$ cat src/rtl/store_lane_buffer.sv
// store_lane_buffer: MEM-stage store path. Narrows a register value onto the
// byte lanes of a word-aligned data-memory write, queues legal stores in a
// small FIFO and issues them over a valid/ready handshake. Misaligned or
// illegal-size stores are dropped and reported through MISALIGN.
module store_lane_buffer #(
    parameter int DEPTH = 2
) (
    input  logic                     CLK,
    input  logic                     RST,
    input  logic                     REQ_VALID,
    output logic                     REQ_READY,
    input  logic [31:0]              REQ_ADDR,
    input  logic [31:0]              REQ_DATA,
    input  logic [1:0]               REQ_SIZE,
    output logic                     MEM_VALID,
    input  logic                     MEM_READY,
    output logic [31:0]              MEM_ADDR,
    output logic [31:0]              MEM_WDATA,
    output logic [3:0]               MEM_BE,
    output logic                     MISALIGN,
    output logic [31:0]              MISALIGN_ADDR,
    output logic [$clog2(DEPTH):0]   COUNT
);

    localparam int PTR_W = $clog2(DEPTH);
    localparam int CNT_W = $clog2(DEPTH) + 1;

    localparam logic [1:0] SIZE_B = 2'b00;
    localparam logic [1:0] SIZE_H = 2'b01;
    localparam logic [1:0] SIZE_W = 2'b10;

    localparam logic [CNT_W-1:0] CNT_FULL = CNT_W'(DEPTH);
    localparam logic [CNT_W-1:0] CNT_ONE  = CNT_W'(1);
    localparam logic [PTR_W-1:0] PTR_ONE  = PTR_W'(1);

    // Natural-alignment check; size 11 is never legal.
    function automatic logic is_legal(input logic [1:0] size, input logic [1:0] low);
        logic ok;
        case (size)
            SIZE_B:  ok = 1'b1;
            SIZE_H:  ok = ~low[0];
            SIZE_W:  ok = (low == 2'b00);
            default: ok = 1'b0;
        endcase
        return ok;
    endfunction

    // Replicate the stored value across all lanes so the byte enables alone
    // select which lanes memory actually writes.
    function automatic logic [31:0] lane_wdata(input logic [1:0] size, input logic [31:0] data);
        logic [31:0] w;
        case (size)
            SIZE_B:  w = {4{data[7:0]}};
            SIZE_H:  w = {2{data[15:0]}};
            default: w = data;
        endcase
        return w;
    endfunction

    // Little-endian byte enables for a legal (already aligned) request.
    function automatic logic [3:0] lane_be(input logic [1:0] size, input logic [1:0] low);
        logic [3:0] be;
        case (size)
            SIZE_B:  be = 4'b0001 << low;
            SIZE_H:  be = low[1] ? 4'b1100 : 4'b0011;
            default: be = 4'b1111;
        endcase
        return be;
    endfunction

    // Entry storage: aligned word address, lane data and enables per slot.
    logic [29:0] ent_addr_q  [DEPTH];
    logic [31:0] ent_wdata_q [DEPTH];
    logic [3:0]  ent_be_q    [DEPTH];

    logic [PTR_W-1:0] wr_ptr_q, wr_ptr_d;
    logic [PTR_W-1:0] rd_ptr_q, rd_ptr_d;
    logic [CNT_W-1:0] count_q, count_d;
    logic             misalign_q, misalign_d;
    logic [31:0]      misalign_addr_q, misalign_addr_d;

    logic accept;
    logic legal;
    logic push;
    logic reject;
    logic pop;
    logic mem_valid;

    // Handshake decode; ready depends only on occupancy, never on MEM_READY.
    always_comb begin
        REQ_READY = (count_q != CNT_FULL);
        mem_valid = (count_q != '0);
        accept    = REQ_VALID & REQ_READY;
        legal     = is_legal(REQ_SIZE, REQ_ADDR[1:0]);
        push      = accept & legal;
        reject    = accept & ~legal;
        pop       = mem_valid & MEM_READY;
    end

    // Next-state for pointers, occupancy and the rejection report.
    always_comb begin
        wr_ptr_d        = push ? (wr_ptr_q + PTR_ONE) : wr_ptr_q;
        rd_ptr_d        = pop  ? (rd_ptr_q + PTR_ONE) : rd_ptr_q;
        count_d         = count_q;
        case ({push, pop})
            2'b10:   count_d = count_q + CNT_ONE;
            2'b01:   count_d = count_q - CNT_ONE;
            default: count_d = count_q;
        endcase
        misalign_d      = reject;
        misalign_addr_d = reject ? REQ_ADDR : misalign_addr_q;
    end

    // Control state; asynchronous reset empties the queue immediately.
    always_ff @(posedge CLK or posedge RST) begin
        if (RST) begin
            wr_ptr_q        <= '0;
            rd_ptr_q        <= '0;
            count_q         <= '0;
            misalign_q      <= 1'b0;
            misalign_addr_q <= '0;
        end else begin
            wr_ptr_q        <= wr_ptr_d;
            rd_ptr_q        <= rd_ptr_d;
            count_q         <= count_d;
            misalign_q      <= misalign_d;
            misalign_addr_q <= misalign_addr_d;
        end
    end

    // Entry payload is written at accept; contents are only observed while
    // occupied, so the storage itself needs no reset.
    always_ff @(posedge CLK) begin
        if (push) begin
            ent_addr_q[wr_ptr_q]  <= REQ_ADDR[31:2];
            ent_wdata_q[wr_ptr_q] <= lane_wdata(REQ_SIZE, REQ_DATA);
            ent_be_q[wr_ptr_q]    <= lane_be(REQ_SIZE, REQ_ADDR[1:0]);
        end
    end

    // Head entry drives memory while valid; outputs read zero when empty.
    always_comb begin
        MEM_VALID     = mem_valid;
        MEM_ADDR      = mem_valid ? {ent_addr_q[rd_ptr_q], 2'b00} : 32'h0;
        MEM_WDATA     = mem_valid ? ent_wdata_q[rd_ptr_q] : 32'h0;
        MEM_BE        = mem_valid ? ent_be_q[rd_ptr_q] : 4'h0;
        MISALIGN      = misalign_q;
        MISALIGN_ADDR = misalign_addr_q;
        COUNT         = count_q;
    end

endmodule

$ cat config.mk
export PLATFORM = sky130hd
export DESIGN_NAME = store_lane_buffer
export DESIGN_NICKNAME = d
export VERILOG_FILES = /design/src/rtl/store_lane_buffer.sv
export SDC_FILE = /design/constraint.sdc
export NUM_CORES = 1
export LEC_CHECK = 0
export ABC_AREA = 1
export CAP_MARGIN = 20
export CORE_AREA = 2 2 122 136
export DETAILED_ROUTE_END_ITERATION = 8
export DIE_AREA = 0 0 124 138
export PLACE_DENSITY = 0.83
export SLEW_MARGIN = 5
export SYNTH_ARGS = -nofsm -noshare
export SYNTH_HDL_FRONTEND = slang
export SYNTH_SLANG_ARGS = --single-unit
$ cat constraint.sdc
create_clock -name CLK -period 4.3 [get_ports CLK]
set_input_delay 0.645 -clock CLK [delete_from_list [all_inputs] [get_ports CLK]]
set_output_delay 0.645 -clock CLK [all_outputs]
set_load 0.1 [all_outputs]
==> impl_metrics.tcl, run 1 <==
set metrics [dict create \
    status "finished clean" \
    area_growth_pct 34.41 \
    synth.distinct_cells 23 \
    start_util 0.4261 \
    synth_edf_count 132 \
    yosysWarnings 0 \
    clkSinkCount 169 \
    synthesis.area_um2 6793 \
    timing.final.crit_share 0.6749 \
    synth_cells 608 \
    min_period_ns 2.902 \
    pin_count 175 \
    drv_slew 0 \
    cp-end-kind "output port" \
    gp_congestion 0.8028 \
    fmax_mhz 344.6 \
    yosysTopAreaCell "edfxtp_1" \
    setup_tns_ns 0 \
    drt_wl_total_um 16410 \
    slowest_stage "clkdlybuf4s50_1" \
    synth_area_leaders "edfxtp_1 58%, dfrtp_1 14%, nand2_1 14%, a21oi_1 4.9%, nand3_1 2.6%" \
    clock_path_buffers 2 \
    rows 49 \
    ctsHoldBuffers 0 \
    slew_headroom 0.3153 \
    synth_ff_type "edfxtp_1" \
    io_buffers 172 \
    max_cap_viol_count 0 \
    postCtsSetupRepairBufs 0 \
    numCtsBuffers 17 \
    diodes 0 \
    wire_per_inst_um 16.58 \
    finClkSkew_ns 0.008368 \
    yosysTopAreaCellShare 0.5835 \
    final_core_util 0.5728 \
    drive_above_1_share 0.1501 \
    grt_pass1_vias 4757 \
    clk_latency_ns 0.42 \
    drc 0 \
    final_hold_viol_count 0 \
    min_path_type "flip-flop to flip-flop" \
    cp.arrival_ns 2.26 \
    finalSetupViolations 0 \
    ys_ff_latch 169 \
    vias 4994 \
    antenna_found_initial 0 \
    grt_max_degree 68 \
    required_ns 3.65 \
    die-area_um2 17110 \
    seq_area_frac_synth 0.7198 \
    cts_root_buffer "clkbuf_16" \
    antenna_left 0 \
    track_usage 0.1958 \
    tritoncts "yes" \
    clkTransAtPathRegs_ns 0.07 \
    initialDrtViolationCount 338 \
    crit_type "flip-flop to output port" \
    crit_fanout 6 \
    first_pass_iters 5 \
    cp_cell_sequence "inv_2, nand2_1, clkdlybuf4s50_1" \
    cts-resized-gates 0 \
    fin_nets 844 \
    die_h_um 138 \
    dp_hpwl_um 10810 \
    avgSynthCellArea_um2 11.17 \
    fp.dieW_um 124 \
    coreArea_um2 15940 \
    grt.overflow.total 0 \
    via_per_inst 5.044 \
    start_kind "flip-flop" \
    tightest_slew_ns 1.024 \
    rsz0062_at_grt "no" \
    htree_levels 4 \
    grt_pass1_wl_um 25340 \
    cpPeakStageDelay_ns 1.13 \
    async_flop_share 0.2189 \
]
## logic make-up after synthesis
kind of cell	after synthesis	share of synthesized area
buf+inv	56	0.03739
compound gates	88	0.06871
other cells	1	0.0005521
fa+ha+maj	1	0.001842
flops	169	0.7198
xor+xnor	3	0.003869
simple gates	290	0.1678
## through the flow
| stage | area (um^2) | setup WS (ns) | instances | hold WS [ns] |
|---|---|---|---|---|
| after global routing | 9130 | 1.337 | 990 | 0.4924 |
| after detailed placement | 8542 | 1.536 | 958 | 0.4594 |
| after CTS | 9130 | 1.371 | 990 | 0.4761 |
| after floorplan | 6799 | 0.6012 | 609 | 0.4501 |
| after global placement | 8522 | 1.584 | 957 | 0.4535 |
| final | 9130 | 1.398 | 990 | 0.4701 |
## cell type report
cell class              instances  area, um^2
fillers                      1308        6810
flip-flops and latches        169        4891
multi-input cells             384        1668
repair buffers                182        1657
clock buffers                  18       450.4
well taps                     204       255.2
clock inverters                14       137.6
inverters                      19       71.32
## worst max-delay path, delay by kind of cell (launching register included)
family	cells	cell delay, ns
buffers and inverters	2	1.22
AND/OR/NAND/NOR	1	0.07
flip-flops	1	0.53
## layout by cell type, fill, tap and decap left out, types with 2 or more instances in the layout
cell / instances
nor2_1: 4
dfrtp_1: 36
clkdlybuf4s50_1: 106
nand2_1: 246
o21ai_1: 2
conb_1: 2
buf_12: 2
o21ai_0: 12
edfxtp_1: 132
o211ai_1: 6
nand3_1: 35
inv_8: 4
nor2_4: 2
inv_1: 15
clkbuf_16: 18
xnor2_1: 2
buf_4: 74
inv_6: 7
a21oi_1: 67
inv_2: 4
## cells in the mapped netlist (5+ instances only)
master,number
nand2_1,246
edfxtp_1,132
a21oi_1,67
dfrtp_1,37
nand3_1,35
buf_2,20
inv_1,17
o21ai_0,12
clkbuf_1,11
nor2_1,6
o211ai_1,6
buf_4,5
## per-layer routing
layer  GRT usage  vias to the layer above  part of all wire
met2      0.3276                      203              0.52
met4     0.07274                        0             0.024
met5           0                        -                 0
met1      0.2374                     2375              0.38
met3     0.05941                       31             0.079
li1            -                     2385                 -
## sequential cells by signal, indices dropped and copies added (netlist names)
signal and cells:
ent_addr_q 60, ent_be_q 8, MISALIGN_ADDR 32, COUNT 2, MISALIGN 1, rd_ptr_q 1, ent_wdata_q 64, wr_ptr_q 1
## final timing paths
path,start,to,slack (ns),depth (start not counted)
min in group asynchronous,RST,MISALIGN_ADDR[28]$_DFFE_PP0P_,0.64,3
setup reg to reg,COUNT[0]$_DFFE_PP0P_,COUNT[1]$_DFFE_PP0P_,2.03,7
max in group asynchronous,RST,rd_ptr_q$_DFFE_PP0P_,3.29,3
setup / recovery,COUNT[0]$_DFFE_PP0P_,REQ_READY,1.40,3
hold / removal,MISALIGN_ADDR[5]$_DFFE_PP0P_,MISALIGN_ADDR[5]$_DFFE_PP0P_,0.47,2
hold reg to reg,MISALIGN_ADDR[5]$_DFFE_PP0P_,MISALIGN_ADDR[5]$_DFFE_PP0P_,0.47,2
Power of run 1 is left out: the tool's default activity adds up to more than one toggle a clock period on the data nets, which glitch-free logic cannot reach.
==> run 2: changes to the inputs <==
==> constraint.sdc (replaced) <==
create_clock -name CLK -period 2.5 [get_ports CLK]
set_input_delay 0.375 -clock CLK [delete_from_list [all_inputs] [get_ports CLK]]
set_output_delay 0.375 -clock CLK [all_outputs]
set_load 0.1 [all_outputs]
==> run 2 against run 1 <==
Effect of this change: non-clock buffer count increased by 7; register-to-register slack got worse by 1.2 ns; critical path depth rose by 2; count of clock-buffer cells in the layout unchanged; via count rose by 2.4%; routed wire length increased by 5.3%; worst hold slack worse by 0.076 ns; sequential share of layout area decreased by 6.7 points; die area is the same; clock skew rose by 0.00087 ns; critical endpoint is now MEM_WDATA[17].
==> impl_metrics.tcl, run 2 (same netlist as run 1, synthesis figures left out) <==
set metrics [dict create \
    status "finished clean" \
    reg2reg_depth 6 \
    reg2reg_to "MISALIGN_ADDR[20]$_DFFE_PP0P_" \
    dp_hpwl_um 11620 \
    clock_path_buffers 2 \
    antenna_found_initial 0 \
    grt_pass1_wl_um 26920 \
    final_cell_mix "246 x nand2_1, 132 x edfxtp_1, 71 x buf_12" \
    setup_tns_ns 0 \
    start_kind "flip-flop" \
    start_util 0.4261 \
    max_cap_viol_count 0 \
    design_area_um2 10460 \
    first_pass_iters 5 \
    placedInstanceArea_um2 9847 \
    clkTransAtPathRegs_ns 0.07 \
    drc 0 \
    slew_headroom 0.3637 \
    fin_nets 851 \
    area_growth_pct 53.91 \
    finClkSkew_ns 0.009239 \
    via_per_inst 5.130 \
    htree_levels 4 \
    layout_commonest_cell "nand2_1" \
    tritoncts "yes" \
    tightest_slew_ns 0.9510 \
    required_ns 2.12 \
    cts_root_buffer "clkbuf_16" \
    top_register "ent_wdata_q" \
    postCtsSetupRepairBufs 0 \
    crit_type "flip-flop to output port" \
    cpPeakStageDelay_ns 0.54 \
    wire_per_inst_um 17.34 \
    fmax_mhz 425.5 \
    initialDrtViolationCount 376 \
    drv_slew 0 \
    largest_reg_flops 64 \
    cp-end-kind "output port" \
    min_path_type "input port to asynchronous set/reset pin" \
    timing.rr.start "COUNT[1]$_DFFE_PP0P_" \
    drt_wl_total_um 17280 \
    cp_num_buf_inv 3 \
    rows 49 \
    cp_cell_sequence "inv_2, buf_6, nand2_1, a21oi_4, buf_12" \
    track_usage 0.2085 \
    startpoint "rd_ptr_q$_DFFE_PP0P_" \
    rsz0062_at_grt "no" \
    final_hold_viol_count 0 \
    numCtsBuffers 17 \
    fp.dieW_um 124 \
    vias 5115 \
    diodes 0 \
    clk_latency_ns 0.41 \
    finalSetupViolations 0 \
    die_h_um 138 \
    clkSinkCount 169 \
    coreArea_um2 15940 \
    slowest_stage "dfrtp_2" \
    antenna_left 0 \
    rrSetupSlack_ns 0.78 \
    drive_above_1_share 0.2888 \
    pin_count 175 \
    die-area_um2 17110 \
    io_buffers 172 \
    gp_congestion 0.7574 \
    crit_fanout 42 \
    cp.arrival_ns 1.98 \
    grt_pass1_vias 5175 \
    grt_max_degree 45 \
    min_period_ns 2.350 \
    timing.final.crit_share 0.9401 \
    grt.overflow.total 0 \
    crit_family "buffers and inverters" \
]
## run 2: cell count changes in the layout (fill, tap and decap cells not counted), sizes merged
cell           previous run  this run
buf                      76       120
bufinv                    0         3
clkdlybuf4s50           106        69
clkinv                    2         6
clkinvlp                  0         2
inv                      31        22
## run 2: final cells by class
cell class,count,area (um^2)
clock buffers,18,429.2
clock inverters,14,171.4
fillers,1140,5485
inverters,19,75.07
multi-input cells,384,2138
flip-flops and latches,169,4898
well taps,204,255.2
repair buffers,189,2487
## run 2: tightest hold or removal path: stages
cell and delay, ns:
clkdlybuf4s50_1 0.40, inv_1 0.05, buf_4 0.43
## run 2: worst max-delay path by stage
| stage | end | slack [ns] | depth (start not counted) |
|---|---|---|---|
| floorplan | ent_addr_q[1][0]$_DFFE_PP_ | 0.009 | 4 |
| global placement | COUNT[1]$_DFFE_PP0P_ | 0.34 | 7 |
| detailed placement | ent_wdata_q[1][15]$_DFFE_PP_ | 0.24 | 3 |
| CTS | MEM_WDATA[17] | 0.02 | 5 |
| global route | MEM_BE[2] | 0.04 | 5 |
| finish | MEM_WDATA[17] | 0.15 | 5 |
## run 2: per-layer routing
layer | vias up | track usage | share of wire
met2 | 231 | 0.3676 | 0.54
li1 | 2400 | - | -
met5 | - | 0 | 0
met4 | 0 | 0.06860 | 0.022
met1 | 2454 | 0.2377 | 0.35
met3 | 30 | 0.06477 | 0.093
## run 2: through the flow
step	hold WS (ns)	utilization	instances	setup WS (ns)
2_1_floorplan	0.4501	-	609	0.008817
6_report	0.3939	0.6559	997	0.1498
3_3_place_gp	0.4581	0.6177	965	0.3355
3_5_place_dp	0.4597	0.6177	965	0.2401
4_1_cts	0.3881	0.6554	997	0.02061
5_1_grt	0.4421	0.6559	997	0.04486
## run 2: what timing repair did
action,4_1_cts,5_1_grt
resized for setup,0,2
endpoints found under the setup margin,0,30
hold buffers,0,0
Power of run 2 is left out for the same reason.
